<file path="config.mk">
export PLATFORM = sky130hd
export DESIGN_NAME = fetch_sequencer_flat
export DESIGN_NICKNAME = d
export VERILOG_FILES = /design/src/rtl/fetch_pkg.sv /design/src/rtl/fetch_sequencer_if.sv /design/src/rtl/fetch_queue.sv /design/src/rtl/fetch_sequencer.sv /design/src/flat_wrapper.sv
export SDC_FILE = /design/constraint.sdc
export NUM_CORES = 1
export LEC_CHECK = 0
export ABC_CLOCK_PERIOD_IN_PS = 4900
export CAP_MARGIN = 20
export CORE_UTILIZATION = 41
export DETAILED_ROUTE_END_ITERATION = 16
export PLACE_DENSITY = 0.67
export RECOVER_POWER = 50
export SYNTH_ARGS = -nofsm -noshare
export SYNTH_HDL_FRONTEND = slang
export SYNTH_SLANG_ARGS = --single-unit
</file>
<file path="constraint.sdc">
create_clock -name clk -period 4.9 [get_ports clk]
set_input_delay 0.735 -clock clk [delete_from_list [all_inputs] [get_ports clk]]
set_output_delay 0.735 -clock clk [all_outputs]
set_load 0.05 [all_outputs]
</file>
<file path="src/rtl/fetch_pkg.sv">
// ============================================================================
// Module : fetch_pkg
// Brief  : Shared types and constants for the instruction fetch sequencer.
// Rev    : 1.0  initial release
// ============================================================================
`default_nettype none

package fetch_pkg;

   localparam int FETCH_PC_WIDTH    = 16;
   localparam int FETCH_INSTR_WIDTH = 32;
   localparam int INSTR_BYTES       = 4;

   typedef enum logic [1:0] {
      BOOT  = 2'd0,
      FETCH = 2'd1,
      WAIT  = 2'd2
   } fetch_state_e;

   typedef struct packed {
      logic [FETCH_PC_WIDTH-1:0]    pc;
      logic [FETCH_INSTR_WIDTH-1:0] instr;
   } fetch_entry_t;

endpackage

`default_nettype wire

</file>
<file path="src/rtl/fetch_sequencer_if.sv">
// ============================================================================
// Module : fetch_sequencer_if
// Brief  : Instruction-memory, redirect and IF/ID signals of the fetch sequencer.
// Rev    : 1.0  initial release
// ============================================================================
`default_nettype none

interface fetch_sequencer_if
   import fetch_pkg::*;
#(
   parameter int PC_WIDTH    = FETCH_PC_WIDTH,
   parameter int INSTR_WIDTH = FETCH_INSTR_WIDTH
) ();

   logic                   imem_req_valid;
   logic                   imem_req_ready;
   logic [PC_WIDTH-1:0]    imem_req_addr;
   logic                   imem_rsp_valid;
   logic [INSTR_WIDTH-1:0] imem_rsp_data;
   logic                   redirect_valid;
   logic [PC_WIDTH-1:0]    redirect_base;
   logic [PC_WIDTH-1:0]    redirect_offset;
   logic                   ifid_valid;
   logic                   ifid_ready;
   logic [PC_WIDTH-1:0]    ifid_pc;
   logic [INSTR_WIDTH-1:0] ifid_instr;
   logic                   busy;

   modport master (
      output imem_req_valid, imem_req_addr, ifid_valid, ifid_pc, ifid_instr, busy,
      input  imem_req_ready, imem_rsp_valid, imem_rsp_data,
      input  redirect_valid, redirect_base, redirect_offset, ifid_ready
   );

   modport slave (
      input  imem_req_valid, imem_req_addr, ifid_valid, ifid_pc, ifid_instr, busy,
      output imem_req_ready, imem_rsp_valid, imem_rsp_data,
      output redirect_valid, redirect_base, redirect_offset, ifid_ready
   );

endinterface

`default_nettype wire

</file>
<file path="src/rtl/fetch_queue.sv">
// ============================================================================
// Module : fetch_queue
// Brief  : 2-entry FIFO of fetched {pc, instr} pairs with synchronous flush.
// Rev    : 1.0  initial release
// ============================================================================
`default_nettype none

module fetch_queue
   import fetch_pkg::*;
(
   input  wire logic         clk,
   input  wire logic         rst,
   input  wire logic         flush,
   input  wire logic         push,
   input  wire fetch_entry_t push_data,
   input  wire logic         pop,
   output fetch_entry_t      head,
   output logic [1:0]        count,
   output logic              full,
   output logic              empty
);

   fetch_entry_t r_mem [0:1];
   logic         r_rd_ptr;
   logic         r_wr_ptr;
   logic [1:0]   r_count;
   logic         w_do_pop;
   logic         w_do_push;

   assign empty     = (r_count == 2'd0);
   assign full      = (r_count == 2'd2);
   assign count     = r_count;
   assign head      = r_mem[r_rd_ptr];
   assign w_do_pop  = pop && !empty;
   // A full queue still takes a push when the head leaves in the same cycle.
   assign w_do_push = push && (!full || w_do_pop);

   always_ff @(posedge clk or posedge rst) begin
      if (rst) begin
         for (int i = 0; i < 2; i++) begin
            r_mem[i] <= '0;
         end
         r_rd_ptr <= 1'b0;
         r_wr_ptr <= 1'b0;
         r_count  <= 2'd0;
      end else if (flush) begin
         r_rd_ptr <= 1'b0;
         r_wr_ptr <= 1'b0;
         r_count  <= 2'd0;
      end else begin
         if (w_do_push) begin
            r_mem[r_wr_ptr] <= push_data;
            r_wr_ptr        <= ~r_wr_ptr;
         end
         if (w_do_pop) begin
            r_rd_ptr <= ~r_rd_ptr;
         end
         case ({w_do_push, w_do_pop})
            2'b10:   r_count <= r_count + 2'd1;
            2'b01:   r_count <= r_count - 2'd1;
            default: r_count <= r_count;
         endcase
      end
   end

endmodule

`default_nettype wire

</file>
<file path="src/rtl/fetch_sequencer.sv">
// ============================================================================
// Module : fetch_sequencer
// Brief  : Owns the fetch PC, issues one-at-a-time imem requests, buffers
//          responses for decode and restarts on branch/jump redirects.
// Rev    : 1.0  initial release
// ============================================================================
`default_nettype none

module fetch_sequencer
   import fetch_pkg::*;
#(
   parameter int                  PC_WIDTH    = FETCH_PC_WIDTH,
   parameter int                  INSTR_WIDTH = FETCH_INSTR_WIDTH,
   parameter logic [PC_WIDTH-1:0] RESET_PC    = '0
) (
   input wire logic          clk,
   input wire logic          rst,
   fetch_sequencer_if.master bus
);

   localparam logic [PC_WIDTH-1:0] c_instr_step = PC_WIDTH'(INSTR_BYTES);

   fetch_state_e        r_state;
   fetch_state_e        w_state_next;
   logic [PC_WIDTH-1:0] r_fetch_pc;
   logic [PC_WIDTH-1:0] w_fetch_pc_next;
   logic [PC_WIDTH-1:0] r_req_pc;
   logic [PC_WIDTH-1:0] w_req_pc_next;
   logic                r_stale;
   logic                w_stale_next;

   logic                w_inflight;
   logic [2:0]          w_slots_used;
   logic                w_req_valid;
   logic                w_req_fire;
   logic                w_rsp_take;
   logic                w_push;
   logic                w_pop;
   logic [PC_WIDTH-1:0] w_target_sum;
   logic [PC_WIDTH-1:0] w_target;

   fetch_entry_t        w_push_data;
   fetch_entry_t        w_head;
   logic [1:0]          w_q_count;
   logic                w_q_full;
   logic                w_q_empty;

   assign w_target_sum = bus.redirect_base + bus.redirect_offset;
   assign w_target     = {w_target_sum[PC_WIDTH-1:2], 2'b00};

   assign w_inflight   = (r_state == WAIT);
   assign w_slots_used = {1'b0, w_q_count} + {2'b00, w_inflight};
   assign w_req_valid  = (r_state == FETCH) && (w_slots_used < 3'd2);
   assign w_req_fire   = w_req_valid && bus.imem_req_ready;
   assign w_rsp_take   = (r_state == WAIT) && bus.imem_rsp_valid;
   // A response landing in a redirect cycle belongs to the abandoned path.
   assign w_push       = w_rsp_take && !r_stale && !bus.redirect_valid && (!w_q_full || w_pop);
   assign w_pop        = bus.ifid_valid && bus.ifid_ready;
   assign w_push_data  = '{pc: r_req_pc, instr: bus.imem_rsp_data};

   fetch_queue u_queue (
      .clk       (clk),
      .rst       (rst),
      .flush     (bus.redirect_valid),
      .push      (w_push),
      .push_data (w_push_data),
      .pop       (w_pop),
      .head      (w_head),
      .count     (w_q_count),
      .full      (w_q_full),
      .empty     (w_q_empty)
   );

   always_ff @(posedge clk or posedge rst) begin
      if (rst) begin
         r_state    <= BOOT;
         r_fetch_pc <= RESET_PC;
         r_req_pc   <= RESET_PC;
         r_stale    <= 1'b0;
      end else begin
         r_state    <= w_state_next;
         r_fetch_pc <= w_fetch_pc_next;
         r_req_pc   <= w_req_pc_next;
         r_stale    <= w_stale_next;
      end
   end

   always_comb begin
      w_state_next    = r_state;
      w_fetch_pc_next = r_fetch_pc;
      w_req_pc_next   = r_req_pc;
      w_stale_next    = r_stale;

      case (r_state)
         BOOT: begin
            w_state_next = FETCH;
         end
         FETCH: begin
            if (w_req_fire) begin
               w_req_pc_next   = r_fetch_pc;
               w_fetch_pc_next = r_fetch_pc + c_instr_step;
               w_state_next    = WAIT;
            end
         end
         WAIT: begin
            if (bus.imem_rsp_valid) begin
               w_stale_next = 1'b0;
               w_state_next = FETCH;
            end
         end
         default: begin
            w_state_next = BOOT;
         end
      endcase

      // Redirect overrides the PC; any request still owed a response is marked stale.
      if (bus.redirect_valid) begin
         w_fetch_pc_next = w_target;
         if (w_req_fire || ((r_state == WAIT) && !bus.imem_rsp_valid)) begin
            w_stale_next = 1'b1;
         end
      end
   end

   assign bus.imem_req_valid = w_req_valid;
   assign bus.imem_req_addr  = r_fetch_pc;
   assign bus.busy           = w_inflight;
   assign bus.ifid_valid     = !w_q_empty;
   assign bus.ifid_pc        = w_head.pc;
   assign bus.ifid_instr     = w_head.instr;

endmodule

`default_nettype wire

</file>
<file path="src/flat_wrapper.sv">
// flat-port wrapper written by rule: the top's interface ports become plain ports
module fetch_sequencer_flat import fetch_pkg::*;
#(
   parameter int                  PC_WIDTH    = FETCH_PC_WIDTH,
   parameter int                  INSTR_WIDTH = FETCH_INSTR_WIDTH,
   parameter logic [PC_WIDTH-1:0] RESET_PC    = '0
)
  (clk, rst, bus_imem_req_valid, bus_imem_req_addr, bus_ifid_valid, bus_ifid_pc, bus_ifid_instr, bus_busy, bus_imem_req_ready, bus_imem_rsp_valid, bus_imem_rsp_data, bus_redirect_valid, bus_redirect_base, bus_redirect_offset, bus_ifid_ready);
  fetch_sequencer_if #(.PC_WIDTH(PC_WIDTH), .INSTR_WIDTH(INSTR_WIDTH)) bus_i ();
  input wire logic clk;
  input wire logic rst;
  output wire logic [$bits(bus_i.imem_req_valid)-1:0] bus_imem_req_valid;
  output wire logic [$bits(bus_i.imem_req_addr)-1:0] bus_imem_req_addr;
  output wire logic [$bits(bus_i.ifid_valid)-1:0] bus_ifid_valid;
  output wire logic [$bits(bus_i.ifid_pc)-1:0] bus_ifid_pc;
  output wire logic [$bits(bus_i.ifid_instr)-1:0] bus_ifid_instr;
  output wire logic [$bits(bus_i.busy)-1:0] bus_busy;
  input wire logic [$bits(bus_i.imem_req_ready)-1:0] bus_imem_req_ready;
  input wire logic [$bits(bus_i.imem_rsp_valid)-1:0] bus_imem_rsp_valid;
  input wire logic [$bits(bus_i.imem_rsp_data)-1:0] bus_imem_rsp_data;
  input wire logic [$bits(bus_i.redirect_valid)-1:0] bus_redirect_valid;
  input wire logic [$bits(bus_i.redirect_base)-1:0] bus_redirect_base;
  input wire logic [$bits(bus_i.redirect_offset)-1:0] bus_redirect_offset;
  input wire logic [$bits(bus_i.ifid_ready)-1:0] bus_ifid_ready;
  assign bus_imem_req_valid = bus_i.imem_req_valid;
  assign bus_imem_req_addr = bus_i.imem_req_addr;
  assign bus_ifid_valid = bus_i.ifid_valid;
  assign bus_ifid_pc = bus_i.ifid_pc;
  assign bus_ifid_instr = bus_i.ifid_instr;
  assign bus_busy = bus_i.busy;
  assign bus_i.imem_req_ready = bus_imem_req_ready;
  assign bus_i.imem_rsp_valid = bus_imem_rsp_valid;
  assign bus_i.imem_rsp_data = bus_imem_rsp_data;
  assign bus_i.redirect_valid = bus_redirect_valid;
  assign bus_i.redirect_base = bus_redirect_base;
  assign bus_i.redirect_offset = bus_redirect_offset;
  assign bus_i.ifid_ready = bus_ifid_ready;
  fetch_sequencer #(.PC_WIDTH(PC_WIDTH), .INSTR_WIDTH(INSTR_WIDTH), .RESET_PC(RESET_PC)) u_core (.clk(clk), .rst(rst), .bus(bus_i));
endmodule
</file>
==> impl_results.md <==
* Synth cell types at 61
* GRT Residual Overflow at 0
* # Post-CTS Setup Buffers at 0
* # hold bufs at CTS at 0
* Psw at around 1.6 mW
* Routability cong. at 0.811
* Setup TNS at 0 ps
* Post-synth top area cell: dfrtp_1
* Die Wd at approximately 130 um
* Rows at 45
* Fraction of the yosys area taken by sequential cells at between 40% and 50%
* Mapped Area at between 6000 and 7000 sq um
* Worst-skew pair later-pin latency at a little over 400 ps
* Die Ht at 127 um
* Initial antenna violation count at 0
* Yosys warns at 0
* Synth Area in Simple Gates at 7.70%
* Area of placed instances at 7900 sq um
* WL final at 13800 um
* Startpoint type of the worst setup path: primary input
* Failing checks: capacitance limit, slew limit
* CP required at around 5200 ps
* Yosys top cell area share at 49.9%
* Fin crit period at between 3000 and 4000 ps
* Combinational share of power at ~37%
* Setup Skew at about 6.3 ps
* Largest net degree at the start of global routing at 66
* 1st-pass router iterations at 4
* #FFs+latches synth at between 100 and 150
* Die ar. at ~16000 sq um
* Final Max Tran Viols at 76
* GRT Util Overall at 17.8%
* Pwr Total at approximately 4.4 mW
* Adder-Cell Fraction of Synth Area at slightly below 3%
* Area Growth Syn to Fin at 32.7%
* EDFF count, synth at 0
* Cells after DPL at 800
* Residual DRC at 0
* Initial Utilization at a little over two fifths
* Period utilisation layout at just under 80%
* TritonCTS clock tree: built
* Crit-path slowest cell: nor4bb_1
* Synth Instances at a little under 500
* Compound-gate portion of the synthesized area at 8.05%
* Post-CTS sizing at 0
* Global-route wire length before repair at about 22000 um
* Relative slew slack at -88.3%
* Internal power at 2.80 mW
* H-tree depth at 4
* Fmax achieved at 0.260 GHz
* Final worst setup slack at roughly 1100 ps
* CTS sink cnt at approximately 130
* Worst-margin pin slew at 2810 ps
* Util after Layout at between 50 and 60%
* IO Port Bufs at ~130
* Vias at about 4400
* Power density cells at roughly 510 nW/um^2
* Setup Viol. Count Final at 0
* Peak VDD IR at around 0.00023 V
* Clock power frac at around 29%
* Max FO, Critical Path at 17
* Share of power burned in registers at about a third
* Dominant synthesized flop cell: dfrtp_1
* TritonCTS Buffers at 17
* Post-Synth XOR/XNOR Area at under 10%
* CTS root buf: clkbuf_16
* Largest cells by area after synthesis: dfrtp_1, mux2_2, ha_1
* Leak Pwr at approximately 3.8 nW
* CP peak stage delay at about 1300 ps
* Status: complete, but fails checks
* Switching share of power at a little over a third
* Setup crit end kind: flip-flop
* Hold WS at approximately 500 ps
* Cell Chain, Critical Path: dlygate4sd3_1, nor4bb_1, clkbuf_1, nand4_1, xor2_1, a221oi_1
* I/O pins at between 100 and 150
* Iteration-0 DRC Markers at 123
* Post-synthesis average cell area at between 10 and 15 sq um
* # diodes at 0
* Unrepaired setup endpoints after global routing: no
* Share of layout cells above drive strength 1 at between 30% and 40%
* Max_cap viols at 2
* Core box area at ~15000 sq um
* Mux cell area share after synthesis at a little over a quarter
* Nets at between 700 and 800
* Crit Path Class: in2reg
* Finished Cell Area at ~8500 sq um
* Post-route antenna net violation count at 0
* Final hold vios at 0
* Most common cell in the netlist: mux2_2
* Final Non-Filler Cells at 832
* Main combinational cell family by area after synthesis: multiplexers
* WL per Instance at about 17 um
* Post-place setup slack at between 1500 and 2000 ps
* Vias in the first global route at 4558
* Clk slew on worst S/H paths at around 60 ps
* Vias per inst at approximately 5.3
* Maximum root-to-sink buffer count at 2
* Worst EP arrival at ~4200 ps
* Worst hold path class: reg2reg
* Top cells by count, synth: mux2_2, dfrtp_1, ha_1, nand2_1
* Synth async-reset ratio at 100%
* Final HPWL DP at 9430 um
==> cell type report <==
| class | count | area, sq um |
|---|---|---|
| Fill cell | 1277 | 6750 |
| Sequential cell | 127 | 3180 |
| Multi-Input combinational cell | 340 | 3040 |
| Timing Repair Buffer | 139 | 1370 |
| Clock buffer | 21 | 470 |
| Tap cell | 188 | 235 |
| Clock inverter | 11 | 138 |
| Inverter | 6 | 23.8 |
==> cells in the final DEF, fill, tap and decap left out, types with 3 or more instances in the layout <==
cell / Yosys / final
clkinvlp_4: 0 / 3
o31ai_1: 5 / 5
conb_1: 1 / 4
a21o_1: 9 / 9
o21ai_0: 13 / 14
xnor2_1: 7 / 7
nor4_1: 3 / 3
nand2_1: 15 / 15
clkbuf_16: 0 / 17
clkdlybuf4s50_1: 0 / 129
nand3_1: 13 / 13
or3_1: 5 / 5
clkbuf_1: 10 / 3
a21oi_1: 7 / 7
o21a_1: 3 / 3
clkbuf_8: 0 / 3
ha_1: 15 / 15
nand4_1: 5 / 5
dlygate4sd3_1: 0 / 3
clkinv_2: 0 / 5
inv_1: 6 / 5
a31oi_1: 5 / 5
dfrtp_1: 127 / 126
nor3_1: 12 / 13
nor2b_1: 3 / 3
xor2_1: 6 / 6
mux2_2: 152 / 152
nor2_1: 9 / 9
bufinv_16: 0 / 3
==> per-layer routing <==
metal / track usage (%) / vias to the layer above / part of all wire, %
met5: 0 / - / 0
met4: 5.88 / 0 / 1.1
met3: 4.85 / 15 / 5.9
met2: 28.7 / 131 / 46
met1: 23.3 / 2189 / 47
li1: - / 2103 / -
==> worst max-delay path, delay by kind of cell <==
kind | cells | cell delay (ps)
AND/OR/NAND/NOR | 2 | 1530
XOR/XNOR | 1 | 210
AO/OA/AOI/OAI | 1 | 280
buffers and inverters | 2 | 1390
==> cell families (layout without fill, tap and decap cells) <==
group           Yosys count  after routing
mux                     154            154
flops                   127            127
simple gates             85             85
compound gates           69             69
buf+inv                  31            177
fa+ha+maj                15             15
xor+xnor                 13             13
other cells               1              4
==> final timing paths <==
path                                                from                            to  slack, ps  cells past startpoint
worst max register to register   u_core.u_queue.count[1]  u_core.bus.imem_req_addr[11]       1380                      5
worst max-delay path                  bus_imem_req_ready  u_core.bus.imem_req_addr[11]       1060                      6
min in group asynchronous                            rst      u_core.u_queue.r_mem[70]       1590                      2
worst min-delay path            u_core.u_queue.r_mem[24]      u_core.u_queue.r_mem[24]        500                      1
worst min register to register  u_core.u_queue.r_mem[24]      u_core.u_queue.r_mem[24]        500                      1
max in group asynchronous                            rst       u_core.u_queue.r_mem[1]       1510                      3
==> state kept, by name (all words and copies together) (netlist names) <==
signal,count
u_core.u_queue.r_mem,92
u_core.u_queue.r_wr_ptr,1
u_core.u_queue.r_rd_ptr,1
u_core.r_stale,1
u_core.r_state,2
u_core.bus.imem_req_addr,14
u_core.u_queue.count,2
u_core.r_req_pc,14
==> power groups by stage <==
stage / Clock, mW / Sequential [mW] / Combinational [mW]
final: 1.28 / 1.45 / 1.63
after CTS: 1.30 / 1.45 / 1.65
after global placement: 0 / 1.45 / 1.62
after global routing: 1.35 / 1.48 / 1.71
after floorplan: 0 / 1.50 / 1.07
after detailed placement: 0 / 1.47 / 1.64
(Power assumes the default switching activity.)
